## src/rtl/groovy_pkg.sv

```systemverilog
// Shared definitions for the HPS command scheduler: engine job kinds,
// scheduler FSM states, sound channel codes and the audio length helper.
package groovy_pkg;

    // Job kind as presented to the DDR fetch engine on eng_kind
    typedef enum logic [1:0] {
        KIND_SWR  = 2'd0,
        KIND_AUD  = 2'd1,
        KIND_LZ4  = 2'd2,
        KIND_BLIT = 2'd3
    } eng_kind_t;

    // Scheduler states
    typedef enum logic [2:0] {
        ST_IDLE  = 3'd0,
        ST_ISSUE = 3'd1,
        ST_WAIT  = 3'd2,
        ST_ACK   = 3'd3,
        ST_HOLD  = 3'd4
    } sched_state_t;

    // sound_chan codes shared with hps_ext; code 3 behaves as stereo
    localparam logic [1:0] SND_OFF    = 2'd0;
    localparam logic [1:0] SND_MONO   = 2'd1;
    localparam logic [1:0] SND_STEREO = 2'd2;

    // Number of consecutive grants blit may lose to lz4 before it wins
    localparam logic [2:0] STARVE_LIMIT = 3'd4;

    // Audio job byte length: 2 bytes per frame mono, 4 bytes per frame stereo
    function automatic logic [31:0] audioLen(input logic [15:0] samples,
                                             input logic [1:0]  chan);
        logic [31:0] len;
        case (chan)
            SND_OFF:  len = 32'd0;
            SND_MONO: len = {15'd0, samples, 1'b0};
            default:  len = {14'd0, samples, 2'b0};
        endcase
        return len;
    endfunction

endpackage

```

## src/rtl/groovy_watchdog.sv

```systemverilog
// Loadable down-counter that flags a job which has run too long.
// The expire strobe is high while enabled and the count has reached zero.
module groovy_watchdog #(
    parameter int WIDTH = 24
) (
    input  logic             i_clk,
    input  logic             i_reset,
    input  logic             i_load,
    input  logic [WIDTH-1:0] i_loadValue,
    input  logic             i_enable,
    output logic             o_expire
);

    logic [WIDTH-1:0] r_count;

    // Load on job issue, then count down once per enabled cycle, stopping at zero
    always_ff @(posedge i_clk) begin
        if (i_reset) begin
            r_count <= '0;
        end else if (i_load) begin
            r_count <= i_loadValue;
        end else if (i_enable && (r_count != '0)) begin
            r_count <= r_count - WIDTH'(1);
        end
    end

    assign o_expire = i_enable && (r_count == '0);

endmodule

```

## src/rtl/groovy_cmd_sched.sv

```systemverilog
// Command scheduler: arbitrates the HPS command flags onto the single DDR
// fetch engine, runs one job at a time under a watchdog and acknowledges
// each command back to hps_ext with a one-cycle reset pulse.
module groovy_cmd_sched
    import groovy_pkg::*;
#(
    parameter logic [31:0] SWR_BASE  = 32'h0000_0000,
    parameter logic [31:0] SWR_BYTES = 32'd64,
    parameter logic [31:0] AUD_BASE  = 32'h0010_0000,
    parameter logic [31:0] BLIT_BASE = 32'h0020_0000,
    parameter logic [31:0] LZ4A_BASE = 32'h0040_0000,
    parameter logic [31:0] LZ4B_BASE = 32'h0060_0000,
    parameter logic [23:0] TIMEOUT   = 24'd2_000_000
) (
    input  logic        i_clk_sys,
    input  logic        i_reset,
    input  logic        i_cmd_switchres,
    input  logic        i_cmd_audio,
    input  logic        i_cmd_blit_lz4,
    input  logic        i_cmd_blit,
    input  logic [15:0] i_audio_samples,
    input  logic [1:0]  i_sound_chan,
    input  logic        i_lz4_AB,
    input  logic [31:0] i_lz4_size,
    input  logic [31:0] i_blit_bytes,
    output logic        o_eng_start,
    output logic [1:0]  o_eng_kind,
    output logic [31:0] o_eng_addr,
    output logic [31:0] o_eng_len,
    input  logic        i_eng_busy,
    input  logic        i_eng_done,
    output logic        o_reset_switchres,
    output logic        o_reset_audio,
    output logic        o_reset_blit_lz4,
    output logic        o_reset_blit,
    output logic        o_sched_busy,
    output logic        o_err_timeout
);

    sched_state_t r_state;
    sched_state_t w_nextState;

    eng_kind_t    r_kind;
    logic [31:0]  r_engAddr;
    logic [31:0]  r_engLen;
    logic         r_engStart;
    logic         r_errTimeout;
    logic [2:0]   r_blitLoss;

    eng_kind_t    w_grantKind;
    logic         w_grantValid;
    logic [31:0]  w_grantAddr;
    logic [31:0]  w_grantLen;
    logic         w_blitWins;
    logic         w_anyCmd;

    logic         w_wdLoad;
    logic         w_wdEnable;
    logic         w_wdExpire;

    // Watchdog armed when the job is issued and running only while waiting on the engine
    assign w_wdLoad   = (r_state == ST_ISSUE);
    assign w_wdEnable = (r_state == ST_WAIT);

    groovy_watchdog #(
        .WIDTH (24)
    ) uWatchdog (
        .i_clk       (i_clk_sys),
        .i_reset     (i_reset),
        .i_load      (w_wdLoad),
        .i_loadValue (TIMEOUT),
        .i_enable    (w_wdEnable),
        .o_expire    (w_wdExpire)
    );

    // Fixed-priority arbiter with the blit starvation override and job parameter selection
    always_comb begin
        w_grantKind  = KIND_SWR;
        w_grantAddr  = 32'd0;
        w_grantLen   = 32'd0;
        w_anyCmd     = i_cmd_switchres | i_cmd_audio | i_cmd_blit_lz4 | i_cmd_blit;
        w_blitWins   = i_cmd_blit && (!i_cmd_blit_lz4 || (r_blitLoss >= STARVE_LIMIT));
        w_grantValid = w_anyCmd && !i_eng_busy;

        if (i_cmd_switchres) begin
            w_grantKind = KIND_SWR;
            w_grantAddr = SWR_BASE;
            w_grantLen  = SWR_BYTES;
        end else if (i_cmd_audio) begin
            w_grantKind = KIND_AUD;
            w_grantAddr = AUD_BASE;
            w_grantLen  = audioLen(i_audio_samples, i_sound_chan);
        end else if (w_blitWins) begin
            w_grantKind = KIND_BLIT;
            w_grantAddr = BLIT_BASE;
            w_grantLen  = i_blit_bytes;
        end else if (i_cmd_blit_lz4) begin
            w_grantKind = KIND_LZ4;
            w_grantAddr = i_lz4_AB ? LZ4B_BASE : LZ4A_BASE;
            w_grantLen  = i_lz4_size;
        end
    end

    // Next-state logic; zero-length jobs skip the engine and go straight to the ack
    always_comb begin
        w_nextState = r_state;
        case (r_state)
            ST_IDLE: begin
                if (w_grantValid) begin
                    w_nextState = (w_grantLen == 32'd0) ? ST_ACK : ST_ISSUE;
                end
            end
            ST_ISSUE: begin
                w_nextState = ST_WAIT;
            end
            ST_WAIT: begin
                if (i_eng_done || w_wdExpire) begin
                    w_nextState = ST_ACK;
                end
            end
            ST_ACK: begin
                w_nextState = ST_HOLD;
            end
            ST_HOLD: begin
                w_nextState = ST_IDLE;
            end
            default: begin
                w_nextState = ST_IDLE;
            end
        endcase
    end

    // State register
    always_ff @(posedge i_clk_sys) begin
        if (i_reset) begin
            r_state <= ST_IDLE;
        end else begin
            r_state <= w_nextState;
        end
    end

    // Job latch, start strobe, starvation counter and sticky timeout flag
    always_ff @(posedge i_clk_sys) begin
        if (i_reset) begin
            r_kind       <= KIND_SWR;
            r_engAddr    <= 32'd0;
            r_engLen     <= 32'd0;
            r_engStart   <= 1'b0;
            r_errTimeout <= 1'b0;
            r_blitLoss   <= 3'd0;
        end else begin
            r_engStart <= (r_state == ST_ISSUE);

            if ((r_state == ST_IDLE) && w_grantValid) begin
                r_kind    <= w_grantKind;
                r_engAddr <= w_grantAddr;
                r_engLen  <= w_grantLen;
                if (w_grantKind == KIND_BLIT) begin
                    r_blitLoss <= 3'd0;
                end else if ((w_grantKind == KIND_LZ4) && i_cmd_blit &&
                             (r_blitLoss < STARVE_LIMIT)) begin
                    r_blitLoss <= r_blitLoss + 3'd1;
                end
            end

            if ((r_state == ST_WAIT) && w_wdExpire && !i_eng_done) begin
                r_errTimeout <= 1'b1;
            end
        end
    end

    assign o_eng_start       = r_engStart;
    assign o_eng_kind        = r_kind;
    assign o_eng_addr        = r_engAddr;
    assign o_eng_len         = r_engLen;
    assign o_reset_switchres = (r_state == ST_ACK) && (r_kind == KIND_SWR);
    assign o_reset_audio     = (r_state == ST_ACK) && (r_kind == KIND_AUD);
    assign o_reset_blit_lz4  = (r_state == ST_ACK) && (r_kind == KIND_LZ4);
    assign o_reset_blit      = (r_state == ST_ACK) && (r_kind == KIND_BLIT);
    assign o_sched_busy      = (r_state != ST_IDLE);
    assign o_err_timeout     = r_errTimeout;

endmodule

```

## config.mk

```make
export PLATFORM = sky130hd
export DESIGN_NAME = groovy_cmd_sched
export DESIGN_NICKNAME = d
export VERILOG_FILES = /design/src/rtl/groovy_pkg.sv /design/src/rtl/groovy_watchdog.sv /design/src/rtl/groovy_cmd_sched.sv
export SDC_FILE = /design/constraint.sdc
export NUM_CORES = 1
export LEC_CHECK = 0
export CAP_MARGIN = 20
export CORE_MARGIN = 1.5
export CORE_UTILIZATION = 43
export DETAILED_ROUTE_END_ITERATION = 10
export PLACE_DENSITY = 0.9
export SLEW_MARGIN = 40
export SYNTH_ARGS = -nofsm -noshare
export SYNTH_HDL_FRONTEND = slang
export SYNTH_SLANG_ARGS = --single-unit
```

## constraint.sdc

```tcl
create_clock -name i_clk_sys -period 2.5 [get_ports i_clk_sys]
set_input_delay 0.375 -clock i_clk_sys [delete_from_list [all_inputs] [get_ports i_clk_sys]]
set_output_delay 0.375 -clock i_clk_sys [all_outputs]
set_load 0.01 [all_outputs]
```

# After elaboration in Yosys (flattened, before gate mapping)
# Index checks and enable logic that the tools add are counted.
# totals
out_inout_bits	73
ff_bits	98
# op_classes
magnitude_cmp	2
addsub	2
bitwise	3
eq_ne	11
reduce_logical	30
n_mux	22
# ops
cell	count
32-bit two-way mux	4
23-bit two-way mux	4
21-bit two-way mux	2
18-bit case mux with 2 select lines	1
32-bit zero test	1
24-bit zero test	1
24-bit nonzero test	1
24-bit by 1-bit subtractor with 24-bit output (second input constant)	1
22-bit two-way mux	1
1-bit logical AND	13
3-bit two-way mux	4
3-bit case mux with 4 select lines	1
2-bit two-way mux	5
2-bit equality test (second input constant)	4
3-bit by 2-bit equality test with 1-bit output (second input constant)	2
2-bit by 1-bit equality test with 1-bit output (second input constant)	2
2-bit zero test	2
2-bit != test (second input constant)	2
2-bit AND reduction	2
2-bit nonzero test	2
3-bit by 1-bit adder with 3-bit output (second input constant)	1
3-bit by 1-bit equality test with 1-bit output (second input constant)	1
3-bit >= comparator (second input constant)	1
1-bit zero test	3
other kinds (6)	9

# Logic depth before layout (Yosys ltp)
# depth
depth_word	11
ltp_mapped	8
depth_no_buf	8

# Modules after synthesis
# A second synthesis with hierarchy kept.
# hier_totals
cells_unflattened	518
hier_area_um2	4107.7
# modules_own_cells
mod	cells_per_inst	area_per_inst_um2	seq_area_each_um2	n_inst
groovy_cmd_sched	344	2622.5	900.9	1
groovy_watchdog	174	1485.2	480.5	1

# Worst setup path before layout
# OpenSTA, ideal clock, no wires.
# synth_timing
path_type	input port to flip-flop
from	input i_lz4_size[1]
to	register r_state[1]
path_stages	6
required_ns	2.416
setup_ns	0.084
path_slack_ns	0.472
arrival_time_ns	1.944
cell_sequence	or4_1 > o31a_1 > a21oi_1 > o211ai_1 > or4b_1 > o31ai_2
# synth_between
elab_chain_len	8
# synth_lines
element	line	rtl
start, declared	groovy_cmd_sched.sv:24	input logic [31:0] i_lz4_size,
32-bit two-way mux	groovy_cmd_sched.sv:97	end else if (i_cmd_blit_lz4) begin
32-bit two-way mux	groovy_cmd_sched.sv:93	end else if (w_blitWins) begin
32-bit two-way mux	groovy_cmd_sched.sv:89	end else if (i_cmd_audio) begin
32-bit two-way mux	groovy_cmd_sched.sv:85	if (i_cmd_switchres) begin
32-bit zero test	groovy_cmd_sched.sv:110	w_nextState = (w_grantLen == 32'd0) ? ST_ACK : ST_ISSUE;
2-bit two-way mux	groovy_cmd_sched.sv:110	
3-bit two-way mux	groovy_cmd_sched.sv:109	if (w_grantValid) begin
3-bit case mux with 4 select lines	groovy_cmd_sched.sv:107	case (r_state)
end signal, assigned	groovy_cmd_sched.sv:138	r_state <= w_nextState;
end, declared	groovy_cmd_sched.sv:40	sched_state_t r_state;
# No other way between the ends. The select of a mux whose other input is x is not followed.
# A chain may end at the register's enable or synchronous reset.

# Worst setup path in the final report
# Ends and elaborated chain as after synthesis.

==> impl_results.md <==
* Status: finished clean
* Antenna Nets Post-Route at 0
* EDFF count, synth at 0
* Min Tclk post-route at 2.28 ns
* Vias in the first global route at 3951
* Final setup violating endpoints at 0
* Sequential share of the synthesized area at 36.7%
* Total setup buffers inserted after CTS at 0
* Site Rows at 33
* Fmax at 0.439 GHz
* Detailed Route WL at 12.2 mm
* Area occupied by multi-input gates at 2120 um2
* Synth async-reset ratio at 0%
* Slew Limit Fails at 0
* #FFs+latches synth at 69
* Routed wire length per instance at 17.0 um
* IO Count at 164
* Power density cells at 857 nW/um2
* Die X at 96.5 um
* DR vias at 4052
* Crit path launch type: primary input
* Core ar. at 8340 um2
* Synthesized area per cell at 8.04 um2
* Reg area at 1380 um2
* CTS tree: built
* N_diodes at 0
* Drt drc at 0
* Iter 0 DRT Violations at 204
* VDD IR max at 0.379 mV
* Final worst slack at 0.223 ns
* CTS root buf: clkbuf_8
* Final hold violations at 0
* Critical path arrival at 2.54 ns
* Setup TNS at 0 ns
* CP max FO at 2
* Buffers on Ports at 134
* Setup CP Type: in2reg
* Clock Pin Slew Worst Setup and Hold Paths at 0.08 ns
* Max-cap viol count at 0
* DP Worst Slack at -0.118 ns
* Hpwl dp at 9.45 mm
* H-tree depth at 3
* Starting density of the core at 45.1%
* Count of different cell masters after synthesis at 56
* Total GRT Usage at 26.8%
* Num CTS Buffers at 9
* Hold crit path type: reg2reg
* Post-synth top flop: dfxtp_1
* Commonest non-fill, non-tap cell in the layout: clkdlybuf4s50_1
* Grt total ovfl at 0
* Net count, final at 700
* Area after DPL at 5210 um2
* Clock sink total at 69
* Nature of the critical path endpoint: flop
* Hold WS at 0.460 ns
* Worst slew margin at 57.4%
* Most frequent cells in the layout: clkdlybuf4s50_1, nor2_1, dfxtp_1
* Via-per-instance ratio at 5.65
* Pleak at 2.00 nW
* Largest net degree at the start of global routing at 44
* Fin area at 5420 um2
* Die Ht at 96.5 um
* First-pass GRT wire length at 19.0 mm
* Worst Path Required at 2.76 ns
* Area growth syn-to-layout at 44.1%
* Initial antenna violation count at 0
* DIE AREA at 9320 um2
* Synth Cell Area at 3760 um2
* Worst-Skew Late Latency at 0.35 ns
* RSZ-0062 raised after global routing: no
* Fraction of layout cells with a size suffix above 1 at 9.15%
* Yosys warning count at 0
* Number of fillers in the final layout at 661
* Worst Tran Pin Value at 0.639 ns
* Clock buffer depth at 2
* Setup Skew at 0.0138 ns
* Tcrit/Tclk final at 91.1%
* First-pass DRT Iterations at 5
* Cells after Synth at 468
* GPL Wtd Cong at 0.909
==> synthesized netlist by cell type (5+ instances only) <==
library cell	count	area share (%)
a211oi_1	8	1.6
a21oi_1	30	4.0
a221oi_1	21	4.9
a22oi_1	13	2.6
buf_2	5	0.67
buf_4	29	5.8
clkbuf_1	25	2.5
dfxtp_1	69	37
nand2_1	24	2.4
nand3b_1	6	1.2
nor2_1	77	7.7
nor3_1	36	4.8
nor4_1	16	2.7
o21ai_0	8	1.1
or3_1	5	0.83
or4_1	5	1.0
xnor2_1	17	4.0
==> logic make-up (layout without fill, tap and decap cells) <==
group                      count (synthesis)  count (layout)  share of synthesized area, %
AOI/OAI and AO/OA                        108             108                          20.5
DFF                                       69              69                          36.7
and+or+nand+nor                          202             202                          27.2
xor gates and xnor gates                  21              21                          4.89
buffers and inverters                     65             181                          9.95
adders and majority gates                  2               2                         0.665
other                                      1              29                        0.0997
==> flip-flops by register name, indices dropped and copies added, names as in the netlist <==
register	cells
o_eng_kind	2
r_state	3
o_eng_addr	3
uWatchdog.r_count	24
o_eng_start	1
o_err_timeout	1
o_eng_len	32
r_blitLoss	3
==> final cells by class <==
| class | count | share of cell area, % |
|---|---|---|
| clock buffer | 9 | 2.29 |
| clock inverter | 7 | 1.48 |
| inverter | 3 | 0.208 |
| multi-input combinational | 362 | 39.1 |
| sequential | 69 | 25.5 |
| tap | 105 | 2.42 |
| timing repair buffer | 162 | 29.0 |
==> what timing repair did <==
item                                    4_1_cts  5_1_grt
hold buffers                                  0        0
endpoints found under the setup margin        0        2
resized for setup                             0        1
endpoints found under the hold margin         0        0
==> worst max-delay path, stage by stage <==
cell and delay [ns]:
clkdlybuf4s50_1 0.42, or4_1 0.53, o31a_1 0.25, a21oi_1 0.17, o211ai_1 0.10, or4b_1 0.50, o31ai_2 0.18
==> layer usage <==
metal / GRT usage [%] / up-vias / routed length, um
li1: - / 1944 / -
met1: 31.8 / 1893 / 4830
met2: 45.8 / 181 / 6100
met3: 7.12 / 34 / 892
met4: 10.9 / 0 / 366
met5: 0 / - / 0
==> path summary, 6_finish.rpt <==
| check | startpoint | to | slack (ns) | cells after the start |
|---|---|---|---|---|
| worst min register to register | o_eng_addr[22] | o_eng_addr[22] | 0.46 | 2 |
| worst max-delay path | i_lz4_size[1] | r_state[1] | 0.22 | 7 |
| worst max register to register | r_state[1] | uWatchdog.r_count[15] | 0.33 | 7 |
| worst min-delay path | o_eng_addr[22] | o_eng_addr[22] | 0.46 | 2 |
==> stage by stage <==
| stage | utilization (%) | power (mW) | std cells |
|---|---|---|---|
| 2_1_floorplan | - | 2.89 | 496 |
| 3_3_place_gp | 62.5 | 3.59 | 701 |
| 3_5_place_dp | 62.5 | 3.67 | 701 |
| 4_1_cts | 64.9 | 4.63 | 717 |
| 5_1_grt | 65.0 | 4.95 | 717 |
| 6_report | 65.0 | 4.65 | 717 |
==> power by group <==
group	internal [mW]	switching [mW]
clock	0.473	0.481
sequential	1.36	0.248
combinational	0.991	1.09
total	2.83	1.82
(Power assumes the default switching activity.)
